### src/rtl/ks_pkg.sv
// Shared types and constants for the Kogge-Stone adder tail and the normalizer.
package ks_pkg;

    localparam int KS_WIDTH = 25;
    localparam int KS_LZW   = 5;

    // Result word handed to the normalizer.
    typedef struct packed {
        logic [KS_WIDTH-1:0] sum;
        logic                cout;
        logic [KS_LZW-1:0]   lzc;
        logic                zero;
        logic                sign;
    } ks_result_t;

endpackage

### src/rtl/lzc_count.sv
// Combinational leading-zero counter: count of zeros above the highest set bit.
// An all-zero input reports W and raises zero.
module lzc_count #(
    parameter int W  = 26,
    parameter int CW = 5
) (
    input  logic [W-1:0]  din,
    output logic [CW-1:0] count,
    output logic          zero
);

    // Scan upward so the highest set bit is the last one to set the count.
    always_comb begin
        count = CW'(W);
        zero  = (din == {W{1'b0}});
        for (int i = 0; i < W; i++) begin
            if (din[i]) begin
                count = CW'(W - 1 - i);
            end else begin
                count = count;
            end
        end
    end

endmodule

### src/rtl/ks_final_sum.sv
// Final sum stage of the Kogge-Stone adder: sum/carry register (S1) followed by
// a leading-zero/zero-flag register (S2), both under valid/ready flow control.
module ks_final_sum
    import ks_pkg::*;
#(
    parameter int WIDTH = KS_WIDTH,
    parameter int LZW   = KS_LZW
) (
    input  logic             clock,
    input  logic             reset,
    input  logic             in_valid,
    output logic             in_ready,
    input  logic [WIDTH-1:0] in_P0,
    input  logic [WIDTH-1:0] in_GG,
    input  logic             in_sign,
    output logic             out_valid,
    input  logic             out_ready,
    output logic [WIDTH-1:0] out_sum,
    output logic             out_cout,
    output logic [LZW-1:0]   out_lzc,
    output logic             out_zero,
    output logic             out_sign
);

    logic             s1_valid_r;
    logic [WIDTH-1:0] s1_sum_r;
    logic             s1_cout_r;
    logic             s1_sign_r;
    logic             s2_valid_r;
    ks_result_t       s2_r;

    logic [WIDTH-1:0] sum_s;
    logic [LZW-1:0]   lzc_s;
    logic             zero_s;
    logic             s1_adv_s;
    logic             s2_adv_s;

    // Sum bit i is its propagate XOR the carry out of bit i-1 (carry-in is zero).
    assign sum_s = in_P0 ^ {in_GG[WIDTH-2:0], 1'b0};

    // Each stage advances when it has data upstream and room (empty or draining).
    assign s2_adv_s = s1_valid_r && (!s2_valid_r || out_ready);
    assign s1_adv_s = in_valid && (!s1_valid_r || s2_adv_s);
    assign in_ready = !reset && (!s1_valid_r || s2_adv_s);

    lzc_count #(
        .W  (WIDTH + 1),
        .CW (LZW)
    ) u_lzc (
        .din   ({s1_cout_r, s1_sum_r}),
        .count (lzc_s),
        .zero  (zero_s)
    );

    // Stage 1: capture sum bits, carry-out and sign of an accepted operand.
    always_ff @(posedge clock) begin
        if (reset) begin
            s1_valid_r <= 1'b0;
            s1_sum_r   <= {WIDTH{1'b0}};
            s1_cout_r  <= 1'b0;
            s1_sign_r  <= 1'b0;
        end else if (s1_adv_s) begin
            s1_valid_r <= 1'b1;
            s1_sum_r   <= sum_s;
            s1_cout_r  <= in_GG[WIDTH-1];
            s1_sign_r  <= in_sign;
        end else if (s2_adv_s) begin
            s1_valid_r <= 1'b0;
        end else begin
            s1_valid_r <= s1_valid_r;
        end
    end

    // Stage 2: attach leading-zero count and zero flag, hold while stalled.
    always_ff @(posedge clock) begin
        if (reset) begin
            s2_valid_r <= 1'b0;
            s2_r       <= '0;
        end else if (s2_adv_s) begin
            s2_valid_r <= 1'b1;
            s2_r.sum   <= s1_sum_r;
            s2_r.cout  <= s1_cout_r;
            s2_r.lzc   <= lzc_s;
            s2_r.zero  <= zero_s;
            s2_r.sign  <= s1_sign_r;
        end else if (out_ready) begin
            s2_valid_r <= 1'b0;
        end else begin
            s2_valid_r <= s2_valid_r;
        end
    end

    assign out_valid = s2_valid_r;
    assign out_sum   = s2_r.sum;
    assign out_cout  = s2_r.cout;
    assign out_lzc   = s2_r.lzc;
    assign out_zero  = s2_r.zero;
    assign out_sign  = s2_r.sign;

endmodule
### config.mk
export PLATFORM = sky130hd
export DESIGN_NAME = ks_final_sum
export DESIGN_NICKNAME = d
export VERILOG_FILES = /design/src/rtl/ks_pkg.sv /design/src/rtl/lzc_count.sv /design/src/rtl/ks_final_sum.sv
export SDC_FILE = /design/constraint.sdc
export NUM_CORES = 1
export LEC_CHECK = 0
export ABC_CLOCK_PERIOD_IN_PS = 1900
export BUFFER_PORTS_ARGS = -buffer_cell sky130_fd_sc_hd__buf_4
export CAP_MARGIN = 10
export CELL_PAD_IN_SITES_DETAIL_PLACEMENT = 1
export CELL_PAD_IN_SITES_GLOBAL_PLACEMENT = 1
export CORE_UTILIZATION = 37
export CTS_BUF_LIST = sky130_fd_sc_hd__clkbuf_2
export DETAILED_ROUTE_END_ITERATION = 10
export PLACE_DENSITY_LB_ADDON = 0.1
export SKIP_LAST_GASP = 1
export SYNTH_ARGS = -nofsm -noshare
export SYNTH_HDL_FRONTEND = slang
export SYNTH_SLANG_ARGS = --single-unit
export TNS_END_PERCENT = 20
### constraint.sdc
create_clock -name clock -period 1.9 [get_ports clock]
set_input_delay 0.19 -clock clock [delete_from_list [all_inputs] [get_ports clock]]
set_output_delay 0.19 -clock clock [all_outputs]
set_load 0.02 [all_outputs]
==> results.toml <==
[clocking]
cts_buffer_depth = 2
cts_setup_buffers = 0
clk_latency_ps = 470
cts_root_buf = "clkbuf_2"
cts_hold_buffers = 34
ctsResizeCount = 0
clk_pin_slew_ps = 170
clock_sinks = 62
cts_inserted_buffers = 9
htree_levels = 3
cts_tree = "built"

[routing]
wire_per_inst_um = 15.0
drtIter0Drc = 111
final_antenna_net_count = 0
route.detailed.drc = 0
vias = 2622
vias_per_cell = 5.10
first_pass_iters = 5
wirelength_um = 7710

[worst_setup_path]
required_ps = 1710
cp.arrival_ps = 1540
start_kind = "register"
worstSetupPathType = "reg -> out"
crit_fanout = 4
crit_path_end_kind = "primary output"

[global_route]
grt_pass1_vias = 2705
gr-total-overflow = 0
grt_max_degree = 52
antenna_found_initial = 0
grt_usage_pct = 22.9
grt_pass1_wl_um = 12800

[timing]
final-setup-viol-count = 0
rsz0062_at_grt = "false"
fin_crit_sh_pct = 91.3
relSlewSlack_pct = 63.8
fin_crit_ps = 1730
tightest_slew_ps = 538
skew_ps = 23.9
post-route-worst-setup-slack_ps = 166
setup_tns_ps = 0
max_freq_mhz = 577
final_max_slew_viol_count = 0
final_hold_viol_count = 0

[die]
row_count = 29
die_x_um = 85.2
core_area_um2 = 6530
start_util_pct = 39.2
die_area_um2 = 7260
io_pins = 90
dieHeight_um = 85.2

[logic_synthesis]
syn_inst = 311
synthTopCellsByArea = "dfxtp_1 48%, nand2_1 8.8%, xnor2_1 8.2%"
yosysWarnings = 0
ys_seq_elements = 62
syn-num-nets = 366
yosysSeqAreaShare_pct = 48.5
synthesis.area_um2 = 2560
synth_top_area_share_pct = 48.5
yosysTopAreaCell = "dfxtp_1"
synthDistinctLibCells = 32
synth_area_per_cell_um2 = 8.23

[cells_and_area]
fin_util_pct = 57.6
regArea_um2 = 1240
area_growth_pct = 46.9
nNetsFinal = 487
multiInputGateArea_um2 = 1250
drive_gt1_share_pct = 25.2
n_fill_cell = 798
design_area_um2 = 3760
diodes = 0

[placement]
gp_congestion = 0.789
port_buffers = 89
dp_slack_ps = 291
placed_area_um2 = 3320
hpwl_um = 5050

[pwr]
power_density_nw_per_um2 = 739
power_uw = 2780
peakVddDrop_mv = 0.367
p_leak_uw = 0.00154

[min_path]
hold_path_class = "in -> reg"

[run_status]
status = "finished clean"

[job]
maxCapViolations = 0
## metrics by stage
stage               hold WS, ps  instances
finish                     28.4        514
detailed placement          433        464
floorplan                   307        311
global placement            415        464
CTS                        3.95        514
global route               6.75        514
## layout make-up
type                            instances  share of cell area, %
Multi-Input combinational cell        228                   33.2
Clock inverter                          6                   1.40
Clock buffer                           10                   1.33
Inverter                                3                  0.300
Sequential cell                        62                   33.0
Tap cell                               77                   2.56
Timing Repair Buffer                  128                   28.2
## synthesized netlist by cell type
library cell and n:
inv_1 3, buf_2 1, o211ai_1 1, or4_1 1
dfxtp_1 62, nor2_1 41, nor4_1 5, clkbuf_1 15
and2_1 1, a2111o_1 1, a31oi_1 2, and2b_2 1
o31ai_1 2, nand3_1 2, a2bb2oi_1 1, nand2_1 60
a32oi_1 1, o31a_1 2, o21ai_0 4, o21bai_1 1
o21ai_1 1, o22ai_1 1, nor2b_1 4, mux2i_1 3
a211oi_1 24, or3_1 1, nand2b_1 1, xnor2_1 24
buf_1 2, a21oi_1 36, nor3_1 6, a21boi_1 1
## worst paths after layout
path / startpoint / slack (ps) / cells after the start / to
setup / recovery: out_valid / 170 / 3 / in_ready
setup reg to reg: s1_sum_r[6] / 230 / 5 / out_lzc[2]
hold / removal: in_P0[16] / 30 / 3 / s1_sum_r[16]
hold reg to reg: out_sum[19] / 460 / 2 / out_sum[19]
## flip-flops by register name (all words and copies together), names as in the netlist
| signal | flops |
|---|---|
| out_cout | 1 |
| out_lzc | 5 |
| out_sign | 1 |
| out_sum | 25 |
| out_valid | 1 |
| out_zero | 1 |
| s1_cout_r | 1 |
| s1_sign_r | 1 |
| s1_sum_r | 25 |
| s1_valid_r | 1 |
## kinds of logic (layout without fill, tap and decap cells)
group / Yosys count / count (layout) / share of synthesized area, %
simple gates: 123 / 123 / 19.9
compound gates: 78 / 78 / 19.1
flops: 62 / 62 / 48.5
xor+xnor: 24 / 24 / 8.21
buf+inv: 21 / 147 / 3.13
mux: 3 / 3 / 1.17
## cells in the final DEF (no fill, tap or decap), types with 3 or more instances in the layout
cell	count
buf_4	93
dfxtp_1	62
nand2_1	60
nor2_1	41
a21oi_1	36
dlygate4sd3_1	34
xnor2_1	24
a211oi_1	24
clkbuf_2	10
nor3_1	6
nor4_1	5
nor2b_1	4
o21ai_0	4
mux2i_1	3
inv_1	3
clkinv_2	3
## layer usage
| layer | vias to the layer above | wire length [um] | track usage (%) |
|---|---|---|---|
| li1 | 1309 | - | - |
| met1 | 1218 | 3390 | 28.2 |
| met2 | 80 | 3800 | 40.1 |
| met3 | 15 | 359 | 3.79 |
| met4 | 0 | 149 | 8.94 |
| met5 | - | 0 | 0 |
## report_power, final
group          internal, uW  switching, uW  total, uW
combinational           304            264        567
clock                   295            462        757
sequential             1370           81.1       1460
total                  1970            807       2780
## worst max-delay path, stage by stage, from the launching register on
cell	delay [ps]
dfxtp_1	390
nor2b_1	380
a21oi_1	130
buf_4	180
Note: power is estimated with default switching activity, not from simulation.
